===== config.mk =====
export PLATFORM = sky130hd
export DESIGN_NAME = zero_frame_accum
export DESIGN_NICKNAME = d
export VERILOG_FILES = /design/src/rtl/zero_frame_accum.sv
export SDC_FILE = /design/constraint.sdc
export NUM_CORES = 1
export LEC_CHECK = 0
export BUFFER_PORTS_ARGS = -buffer_cell sky130_fd_sc_hd__clkbuf_2
export CORE_UTILIZATION = 52
export CTS_CLUSTER_SIZE = 28
export DETAILED_ROUTE_END_ITERATION = 12
export PLACE_DENSITY_LB_ADDON = 0.1
export SYNTH_ARGS = -nofsm -noshare
export SYNTH_HDL_FRONTEND = slang
export SYNTH_SLANG_ARGS = --single-unit

===== constraint.sdc =====
create_clock -name clk -period 2.6 [get_ports clk]
set_clock_uncertainty 0.15 [all_clocks]
set_input_delay 0.52 -clock clk [delete_from_list [all_inputs] [get_ports clk]]
set_output_delay 0.52 -clock clk [all_outputs]
set_load 0.01 [all_outputs]

===== src/rtl/zero_frame_accum.sv =====
// rtl/zero_frame_accum.sv - frame accumulator of per-byte zero counts with held result handshake
module zero_frame_accum #(
    parameter int FRAME_LEN = 16,
    parameter int ACC_W     = 8,
    parameter int CNT_W     = 5
) (
    input  logic             clk,
    input  logic             rst,
    input  logic             in_valid,
    output logic             in_ready,
    input  logic [3:0]       in_count,
    input  logic             in_last,
    output logic             out_valid,
    input  logic             out_ready,
    output logic [ACC_W-1:0] out_total,
    output logic [3:0]       out_max,
    output logic [CNT_W-1:0] out_nbytes,
    output logic             out_sat,
    output logic             out_err
);

    typedef enum logic {
        ST_ACC  = 1'b0,
        ST_DONE = 1'b1
    } state_t;

    localparam logic [ACC_W:0] TOTAL_MAX   = {1'b0, {ACC_W{1'b1}}};
    localparam logic [CNT_W:0] FRAME_LEN_W = (CNT_W + 1)'(FRAME_LEN);

    state_t           state_q, state_d;
    logic [ACC_W-1:0] total_q, total_d;
    logic [3:0]       max_q, max_d;
    logic [CNT_W-1:0] nbytes_q, nbytes_d;
    logic             sat_q, sat_d;
    logic             err_q, err_d;

    logic             accept;
    logic             over_range;
    logic [3:0]       clamped;
    logic [ACC_W:0]   raw_sum;
    logic [CNT_W:0]   nbytes_inc;

    assign in_ready  = (state_q == ST_ACC);
    assign out_valid = (state_q == ST_DONE);

    assign accept     = in_valid && in_ready;
    assign over_range = (in_count > 4'd8);
    assign clamped    = over_range ? 4'd8 : in_count;
    // One extra bit keeps the carry so saturation can be detected before clipping.
    assign raw_sum    = {1'b0, total_q} + {{(ACC_W - 3){1'b0}}, clamped};
    assign nbytes_inc = {1'b0, nbytes_q} + 1'b1;

    always_comb begin
        state_d  = state_q;
        total_d  = total_q;
        max_d    = max_q;
        nbytes_d = nbytes_q;
        sat_d    = sat_q;
        err_d    = err_q;
        case (state_q)
            ST_ACC: begin
                if (accept) begin
                    total_d  = (raw_sum > TOTAL_MAX) ? {ACC_W{1'b1}} : raw_sum[ACC_W-1:0];
                    max_d    = (clamped > max_q) ? clamped : max_q;
                    nbytes_d = nbytes_inc[CNT_W-1:0];
                    sat_d    = sat_q || (raw_sum > TOTAL_MAX);
                    err_d    = err_q || over_range;
                    if (in_last || (nbytes_inc == FRAME_LEN_W)) begin
                        state_d = ST_DONE;
                    end
                end
            end
            ST_DONE: begin
                // Result is dropped on the handshake edge so the next frame starts clean.
                if (out_ready) begin
                    state_d  = ST_ACC;
                    total_d  = '0;
                    max_d    = '0;
                    nbytes_d = '0;
                    sat_d    = 1'b0;
                    err_d    = 1'b0;
                end
            end
            default: state_d = ST_ACC;
        endcase
    end

    always_ff @(posedge clk or posedge rst) begin
        if (rst) begin
            state_q  <= ST_ACC;
            total_q  <= '0;
            max_q    <= '0;
            nbytes_q <= '0;
            sat_q    <= 1'b0;
            err_q    <= 1'b0;
        end else begin
            state_q  <= state_d;
            total_q  <= total_d;
            max_q    <= max_d;
            nbytes_q <= nbytes_d;
            sat_q    <= sat_d;
            err_q    <= err_d;
        end
    end

    assign out_total  = total_q;
    assign out_max    = max_q;
    assign out_nbytes = nbytes_q;
    assign out_sat    = sat_q;
    assign out_err    = err_q;

endmodule


==> flow_metrics.py <==
metrics = {
    "clock_network": {
        "post_cts_resized": 0,
        "ctsHoldBuffers": 0,
        "cts.clk_slew.worst_paths_ns": 0.12,
        "clk_latency_ns": 0.30,
        "cts_buffers": 3,
        "cts_setup_buffers": 0,
        "h-tree-depth": 1,
        "clk_path_buf_depth": 2,
        "cts_tree": "done",
        "clock_sinks": 20,
        "cts-root-buf": "clkbuf_4",
    },
    "grt": {
        "gr-total-overflow": 0,
        "grt_pass1_wl_um": 4560,
        "grt_usage_pct": 23.4,
        "antenna_found_initial": 0,
        "grt_pass1_vias": 1012,
        "grt_max_degree": 21,
    },
    "detailed_routing": {
        "drt_first_pass_iters": 4,
        "drt_iter0_drc": 38,
        "wl_per_cell_um": 14.3,
        "vias": 1150,
        "vias_per_cell": 6.02,
        "ant_nets": 0,
        "drc_errors": 0,
        "drt-total-wl_um": 2730,
    },
    "floorplanning": {
        "initial_core_util_pct": 56.0,
        "die_h_um": 51.3,
        "die_w_um": 51.3,
        "core_area_sq_mm": 0.00225,
        "dieArea_sq_mm": 0.00263,
        "io_pins": 30,
        "rows": 17,
    },
    "sta": {
        "tightest_slew_ns": 0.769,
        "timing.fmax_mhz": 449,
        "fin_crit_ns": 2.23,
        "final-hold-violation-count": 0,
        "fin_crit_sh_pct": 85.7,
        "slew_headroom_pct": 48.7,
        "fin_setup_tns_ns": 0,
        "rsz0062_at_grt": "false",
        "setup_viol": 0,
        "drv_slew": 0,
    },
    "power_and_ir_drop": {
        "switching_power_uw": 531,
        "peakVddDrop_mv": 0.509,
        "sw_frac_of_total_pct": 41.2,
        "p_comb_share_pct": 45.4,
        "leakage_uw": 0.000718,
        "power_density_mw_per_mm2": 872,
        "power.total_uw": 1290,
        "sequentialPowerShare_pct": 40.3,
        "power_frac_clock_pct": 14.3,
        "cell_internal_pwr_uw": 757,
    },
    "worst_setup_path": {
        "reg2reg_from": "out_total[0]",
        "r2r_slack_ns": 0.57,
        "crit_fanout": 8,
        "end_kind": "flop",
        "critPathLaunchType": "primary input",
        "worst_ep_required_time_ns": 2.66,
        "timing.rr.end": "out_total[7]",
        "critical_path_class": "in -> reg",
        "crit_arrival_ns": 2.28,
        "rr_worst_depth": 7,
    },
    "layout": {
        "fin_nets": 181,
        "syn_to_final_growth_pct": 17.0,
        "postLayoutCellArea_sq_mm": 0.00148,
        "drive_gt1_share_pct": 30.1,
        "diodes": 0,
    },
    "synthesis": {
        "synth_nets": 148,
        "synthArstFlopShare_pct": 100,
        "synth_cell_types": 46,
        "synth_area_leaders": "dfrtp_1 (40%), ha_1 (7.9%), nand2_1 (4.5%)",
        "synthTopCellsByCount": "dfrtp_1 (20), nand2_1 (15), ha_1 (8), o21ai_0 (8)",
        "synth_top_area_cell": "dfrtp_1",
        "syn_area_sq_mm": 0.00126,
        "synth_ff_type": "dfrtp_1",
        "yosysSeqAreaShare_pct": 39.6,
        "yosysWarnings": 0,
        "synth_seq_cells": 20,
        "synth.most_common_cell": "dfrtp_1",
        "syn_area_per_cell_sq_um": 9.64,
        "synthCells": 131,
        "synth_edf_count": 0,
        "synth_top_area_share_pct": 39.6,
    },
    "placed_design": {
        "port_buffers": 29,
        "gp_congestion": 0.892,
        "dp_hpwl_um": 2060,
        "placed_cell_area_sq_mm": 0.00144,
    },
    "status": {
        "status": "finished clean",
    },
    "worst_hold_path": {
        "min_path_type": "in -> async",
    },
    "run": {
        "max_cap_violations": 0,
    },
}
==> cell families after synthesis <==
| family | share of synthesized area [%] |
|---|---|
| AOI/OAI and AO/OA | 26.3 |
| xor gates and xnor gates | 2.78 |
| adders and majority gates | 8.82 |
| buffers and inverters | 2.77 |
| DFF | 39.6 |
| and+or+nand+nor | 19.7 |
==> worst max-delay path, stage by stage <==
cell and delay, ns:
clkbuf_2 0.17, and2b_2 0.26, ha_1 0.20, ha_1 0.20, a21o_1 0.17, a31oi_1 0.22, and4_4 0.29, a21oi_1 0.05
a31o_1 0.21
==> power by group through the flow <==
stage / Clock, uW / Sequential [uW] / Combinational, uW
after floorplan: 0 / 548 / 364
after global placement: 0 / 520 / 573
after detailed placement: 0 / 526 / 583
after CTS: 186 / 519 / 586
after global routing: 196 / 538 / 651
final: 184 / 519 / 585
==> layer usage <==
metal  GRT usage (%)  up-vias  routed length [um]
met5               0        -                   0
li1                -      557                   -
met4            7.66        0                  40
met3            3.87        6                  93
met2            39.3       29                1340
met1            30.5      558                1260
==> worst max-delay path by stage <==
stage / start / to / slack [ns] / depth (start not counted)
4_1_cts: in_count[3] / out_total[7] / 0.36 / 9
2_1_floorplan: in_count[1] / out_total[7] / 0.33 / 8
3_5_place_dp: in_count[3] / out_total[7] / 0.03 / 9
6_report: in_count[3] / out_total[7] / 0.37 / 9
3_3_place_gp: in_count[3] / out_total[7] / 0.08 / 9
5_1_grt: in_count[3] / out_total[7] / 0.23 / 9
==> registers in the layout, summed over array words and instances, names as in the netlist <==
register and cells:
out_err 1, out_max 4, out_nbytes 5, out_sat 1, out_total 8, out_valid 1
==> area by class of cell <==
cell class / instances / area (sq um)
Tap cell: 28 / 35.0
Clock buffer: 4 / 36.3
Inverter: 7 / 26.3
Timing Repair Buffer: 30 / 153
Multi-Input combinational cell: 102 / 727
Fill cell: 203 / 777
Sequential cell: 20 / 500
==> placed cells by master, fill, tap and decap left out, types with 2 or more instances in the layout <==
cell type / instances
a21o_1: 2
a21oi_1: 4
a21oi_2: 3
a22oi_1: 3
a2bb2oi_1: 2
a31oi_1: 4
a32o_1: 2
and2b_2: 2
clkbuf_2: 29
clkbuf_4: 3
dfrtp_1: 20
ha_1: 8
inv_1: 7
nand2_1: 15
nand2b_1: 2
nand3_1: 6
nand3b_1: 2
nand4_1: 2
nor2_1: 7
o211ai_1: 2
o21a_1: 2
o21ai_0: 8
xnor2_1: 2
xor2_1: 2
==> stage by stage <==
stage | hold WS (ns) | cells | util (%) | setup WS, ns
after floorplan | 0.334 | 131 | - | 0.333
after global placement | 0.332 | 187 | 63.9 | 0.0751
after detailed placement | 0.356 | 187 | 63.9 | 0.0307
after CTS | 0.199 | 191 | 65.5 | 0.356
after global routing | 0.241 | 191 | 65.5 | 0.231
final | 0.166 | 191 | 65.5 | 0.372
(Power assumes the default switching activity.)
